--- src/rtl/inv_sbox_iter.sv ---
// Iterative AES inverse S-box: inverse affine, then x^254 in GF(2^8) by square-and-multiply.
// Define INV_SBOX_FWD_EN to add a mode input that selects the forward S-box instead.
module inv_sbox_iter #(
    parameter logic [7:0] INV_C = 8'h05
) (
    input  logic       clk,
    input  logic       rst,
    input  logic       in_valid,
    output logic       in_ready,
    input  logic [7:0] i,
`ifdef INV_SBOX_FWD_EN
    input  logic       mode,
`endif
    output logic       out_valid,
    input  logic       out_ready,
    output logic [7:0] q
);

    typedef enum logic [1:0] {
        IDLE,
        CALC,
        DONE
    } state_t;

    state_t     state_q, state_d;
    logic [7:0] sq_q, sq_d;
    logic [7:0] acc_q, acc_d;
    logic [2:0] cnt_q, cnt_d;
    logic [7:0] q_q, q_d;

    logic [7:0] in_byte;
    logic [7:0] sq_sq;
    logic [7:0] acc_next;
    logic [7:0] result;

    // Shift-and-add multiply, reducing by 0x11B whenever the shifted operand overflows
    function automatic logic [7:0] gf_mul(input logic [7:0] x, input logic [7:0] y);
        logic [7:0] p;
        logic [7:0] t;
        p = 8'h00;
        t = x;
        for (int k = 0; k < 8; k++) begin
            if (y[k]) begin
                p = p ^ t;
            end
            t = t[7] ? ({t[6:0], 1'b0} ^ 8'h1B) : {t[6:0], 1'b0};
        end
        return p;
    endfunction

    function automatic logic [7:0] inv_affine(input logic [7:0] x);
        logic [7:0] a;
        for (int k = 0; k < 8; k++) begin
            a[k] = x[(k + 2) % 8] ^ x[(k + 5) % 8] ^ x[(k + 7) % 8] ^ INV_C[k];
        end
        return a;
    endfunction

`ifdef INV_SBOX_FWD_EN
    logic mode_q, mode_d;

    function automatic logic [7:0] fwd_affine(input logic [7:0] b);
        logic [7:0] c;
        logic [7:0] fwd_c;
        fwd_c = 8'h63;
        for (int k = 0; k < 8; k++) begin
            c[k] = b[k] ^ b[(k + 4) % 8] ^ b[(k + 5) % 8] ^ b[(k + 6) % 8]
                 ^ b[(k + 7) % 8] ^ fwd_c[k];
        end
        return c;
    endfunction

    assign in_byte = mode ? i : inv_affine(i);
    assign result  = mode_q ? fwd_affine(acc_next) : acc_next;
`else
    assign in_byte = inv_affine(i);
    assign result  = acc_next;
`endif

    assign sq_sq    = gf_mul(sq_q, sq_q);
    assign acc_next = gf_mul(acc_q, sq_sq);

    always_comb begin
        state_d = state_q;
        sq_d    = sq_q;
        acc_d   = acc_q;
        cnt_d   = cnt_q;
        q_d     = q_q;
`ifdef INV_SBOX_FWD_EN
        mode_d  = mode_q;
`endif
        case (state_q)
            IDLE: begin
                if (in_valid) begin
                    sq_d    = in_byte;
                    acc_d   = 8'h01;
                    cnt_d   = 3'd0;
                    state_d = CALC;
`ifdef INV_SBOX_FWD_EN
                    mode_d  = mode;
`endif
                end
            end
            CALC: begin
                // Seven squarings accumulate exponents 2+4+...+128 = 254
                sq_d  = sq_sq;
                acc_d = acc_next;
                cnt_d = cnt_q + 3'd1;
                if (cnt_q == 3'd6) begin
                    q_d     = result;
                    state_d = DONE;
                end
            end
            DONE: begin
                if (out_ready) begin
                    state_d = IDLE;
                end
            end
            default: begin
                state_d = IDLE;
            end
        endcase
    end

    always_ff @(posedge clk) begin
        if (rst) begin
            state_q <= IDLE;
            sq_q    <= 8'h00;
            acc_q   <= 8'h01;
            cnt_q   <= 3'd0;
            q_q     <= 8'h00;
`ifdef INV_SBOX_FWD_EN
            mode_q  <= 1'b0;
`endif
        end else begin
            state_q <= state_d;
            sq_q    <= sq_d;
            acc_q   <= acc_d;
            cnt_q   <= cnt_d;
            q_q     <= q_d;
`ifdef INV_SBOX_FWD_EN
            mode_q  <= mode_d;
`endif
        end
    end

    assign in_ready  = (state_q == IDLE);
    assign out_valid = (state_q == DONE);
    assign q         = q_q;

endmodule
--- config.mk ---
export PLATFORM = sky130hd
export DESIGN_NAME = inv_sbox_iter
export DESIGN_NICKNAME = d
export VERILOG_FILES = /design/src/rtl/inv_sbox_iter.sv
export SDC_FILE = /design/constraint.sdc
export NUM_CORES = 1
export LEC_CHECK = 0
export BUFFER_PORTS_ARGS = -buffer_cell sky130_fd_sc_hd__buf_2
export CORE_MARGIN = 4
export CORE_UTILIZATION = 35
export CTS_CLUSTER_SIZE = 8
export DETAILED_ROUTE_END_ITERATION = 10
export GPL_ROUTABILITY_DRIVEN = 0
export GPL_TIMING_DRIVEN = 1
export SYNTH_ARGS = -nofsm -noshare
export SYNTH_HDL_FRONTEND = slang
export SYNTH_SLANG_ARGS = --single-unit
--- constraint.sdc ---
create_clock -name clk -period 2.7 [get_ports clk]
set_input_delay 0.54 -clock clk [delete_from_list [all_inputs] [get_ports clk]]
set_output_delay 0.54 -clock clk [all_outputs]
set_load 0.01 [all_outputs]
==> flow_metrics.py <==
metrics = {
    "placement": {
        "dpl-instance-area_um2": 3770,
        "port_buffers": 21,
        "dp_hpwl_mm": 6.19,
    },
    "worst_setup_path": {
        "cp.buffers_inverters": 3,
        "crit_type": "reg -> reg",
        "crit_slowest_cell": "xor3_2",
        "critPathTopFamily": "XOR/XNOR gates",
        "start_kind": "flop",
        "critPathMaxFanout": 5,
        "required_ns": 2.84,
        "crit_chain": "ha_4, xor3_2, buf_6, a2bb2oi_2, xnor2_2, buf_4, buf_6, nor2_2, xnor3_1, xnor2_2, a21oi_1",
        "max_stage_delay_ns": 0.48,
        "end_kind": "flop",
        "worstPathArrival_ns": 2.94,
    },
    "synthesis": {
        "synth-edff-count": 0,
        "yosysSeqAreaShare": 0.176,
        "async_flop_share": 0,
        "synth_nets": 408,
        "yosysMostFrequentCell": "nor2_1",
        "syn_area_per_cell_um2": 8.38,
        "synth_common_cells": "67 x nor2_1, 59 x xnor2_1, 35 x xor2_1",
        "yosys_warnings": 0,
        "synthFlopType": "dfxtp_1",
        "syn_inst": 393,
        "synth_area_leaders": "dfxtp_1 18%, xnor2_1 16%, xor2_1 9.3%",
        "yosys_register_bits": 29,
        "synth_top_area_frac": 0.176,
        "yosys.area.top_type": "dfxtp_1",
        "synth_cell_types": 61,
        "synth_area_um2": 3290,
    },
    "routing": {
        "first_pass_iters": 5,
        "drtAntennaViolNets": 0,
        "vias": 2904,
        "wirelength_mm": 8.69,
        "drt-vias-per-instance": 5.15,
        "wl_per_cell_um": 15.4,
        "drcViolationCount": 0,
        "dr.first_iter.drc_count": 198,
    },
    "timing": {
        "worst_slack_ns": -0.101,
        "fin_skew_ns": 0.00881,
        "worstMarginPinSlew_ns": 0.651,
        "min_period_ns": 2.80,
        "finalSetupTns_ns": -0.456,
        "final_hold_viol_count": 0,
        "fmax_ghz": 0.357,
        "finalSetupViolCount": 12,
        "slew_headroom": 0.565,
        "fin_crit_sh": 1.04,
        "rsz0062_at_grt": "yes",
        "final_max_slew_viol_count": 0,
    },
    "final_layout": {
        "drive_above_1_share": 0.338,
        "finalInstanceArea_um2": 4250,
        "areaGrowthSynthToFinish_pct": 29.1,
        "num-nets-final": 467,
        "num_antenna_cells": 0,
    },
    "grt": {
        "grt.total_usage": 0.152,
        "grt_pass1_vias": 2888,
        "grt_max_degree": 25,
        "antenna_found_initial": 0,
        "grt-ovfl-total": 0,
        "grt_pass1_wl_mm": 13.9,
    },
    "floorplanning": {
        "core_area_um2": 9200,
        "die_w_um": 105,
        "rows": 35,
        "io_pins": 22,
        "initial_core_util": 0.358,
        "chipHeight_um": 105,
        "dieArea_um2": 11000,
    },
    "clocking": {
        "clockBufferDepth": 2,
        "cts_made_buffers": 5,
        "cts-root-buf": "clkbuf_8",
        "clk_pin_slew_worst_paths_ns": 0.06,
        "h-tree-depth": 2,
        "cts_tree": "done",
        "cts_sinks": 29,
        "clk_latency_ns": 0.29,
    },
    "worst_hold_path": {
        "worstHoldPathType": "reg -> reg",
    },
    "run_status": {
        "status": "complete, but fails checks",
        "violations": "negative setup slack",
    },
    "pwr": {
        "power.density_nw_per_um2": 1150,
        "ir_drop_mv": 0.585,
        "leakage_nw": 1.71,
    },
    "job": {
        "max-cap-violations": 0,
    },
}
-- flip-flops by register name, indices dropped and copies added, names as in the netlist --
| name | cells |
|---|---|
| acc_q | 8 |
| q | 8 |
| sq_q | 8 |
| cnt_q | 3 |
| state_q | 2 |
-- metal layers --
layer  global-route usage  routed length (um)  vias up  part of all wire
met4               0.0440                 184        0             0.021
li1                     -                   -     1440                 -
met1                0.195                3900     1383              0.45
met2                0.271                4380       64              0.50
met3               0.0130                 223       17             0.026
met5                    0                   0        -                 0
-- worst register-to-register path, stage by stage, from the launching register on --
cell and delay, ns:
dfxtp_4 0.36, ha_4 0.27, xor3_2 0.48, buf_6 0.14, a2bb2oi_2 0.15, xnor2_2 0.13
buf_4 0.16, buf_6 0.14, nor2_2 0.11, xnor3_1 0.35, xnor2_2 0.26, a21oi_1 0.11
-- cell usage in the layout (no fill, tap or decap), types with 9 or more instances in the layout --
| master | synthesis | layout |
|---|---|---|
| xor2_1 | 35 | 33 |
| dfxtp_1 | 29 | 26 |
| nor2_2 | 2 | 10 |
| a21oi_1 | 15 | 14 |
| buf_4 | 4 | 51 |
| buf_2 | 8 | 21 |
| nand2_1 | 28 | 27 |
| xnor2_2 | 4 | 13 |
| nor2_1 | 67 | 54 |
| xnor2_1 | 59 | 48 |
| nand2b_1 | 9 | 9 |
-- final cells by class --
class / instances / area (um2)
fill: 893 / 4940
multi-input combinational: 330 / 2790
timing repair buffer: 82 / 622
sequential: 29 / 587
tap: 111 / 139
clock buffer: 7 / 96.3
inverter: 4 / 15.0
clock inverter: 1 / 5.00
-- power breakdown --
| part | switching (mW) | total, mW | internal [mW] |
|---|---|---|---|
| Clock | 0.173 | 0.403 | 0.230 |
| Combinational | 1.91 | 3.88 | 1.97 |
| Sequential | 0.134 | 0.628 | 0.494 |
-- logic make-up (layout without fill, tap and decap cells) --
family	after synthesis	count (layout)	share of synthesized area
AO/OA/AOI/OAI	71	71	0.164
XOR/XNOR	113	113	0.374
adder cells (fa/ha/maj)	3	3	0.0114
buffers and inverters	34	94	0.0600
flip-flops	29	29	0.176
multiplexers	3	3	0.00949
AND/OR/NAND/NOR	140	140	0.205
-- final timing paths --
| path | from | end | slack, ns | cells past startpoint |
|---|---|---|---|---|
| max | sq_q[7]$_SDFFE_PP0P_ | acc_q[0]$_SDFFE_PP1P_ | -0.10 | 11 |
| max reg2reg | sq_q[7]$_SDFFE_PP0P_ | acc_q[0]$_SDFFE_PP1P_ | -0.10 | 11 |
| min reg2reg | q[2]$_SDFFE_PP0P_ | q[2]$_SDFFE_PP0P_ | 0.51 | 2 |
| min | q[2]$_SDFFE_PP0P_ | q[2]$_SDFFE_PP0P_ | 0.51 | 2 |
-- metrics by stage --
stage	hold WS, ns	setup WS (ns)	power, mW	std cells	util
final	0.512	-0.101	4.91	564	0.463
after global routing	0.542	-0.211	5.24	564	0.463
after CTS	0.518	-0.0527	4.50	561	0.439
after detailed placement	0.502	-0.211	3.91	546	0.410
after global placement	0.488	-0.205	3.90	546	0.410
after floorplan	0.485	0.00652	3.06	393	-
-- what timing repair did --
action,4_1_cts,5_1_grt
pin swaps,15,15
gates resized for setup,21,44
hold buffers,0,0
setup buffers,7,4
endpoints found under the setup margin,17,17
No activity file was read; power rests on OpenSTA's default activity.
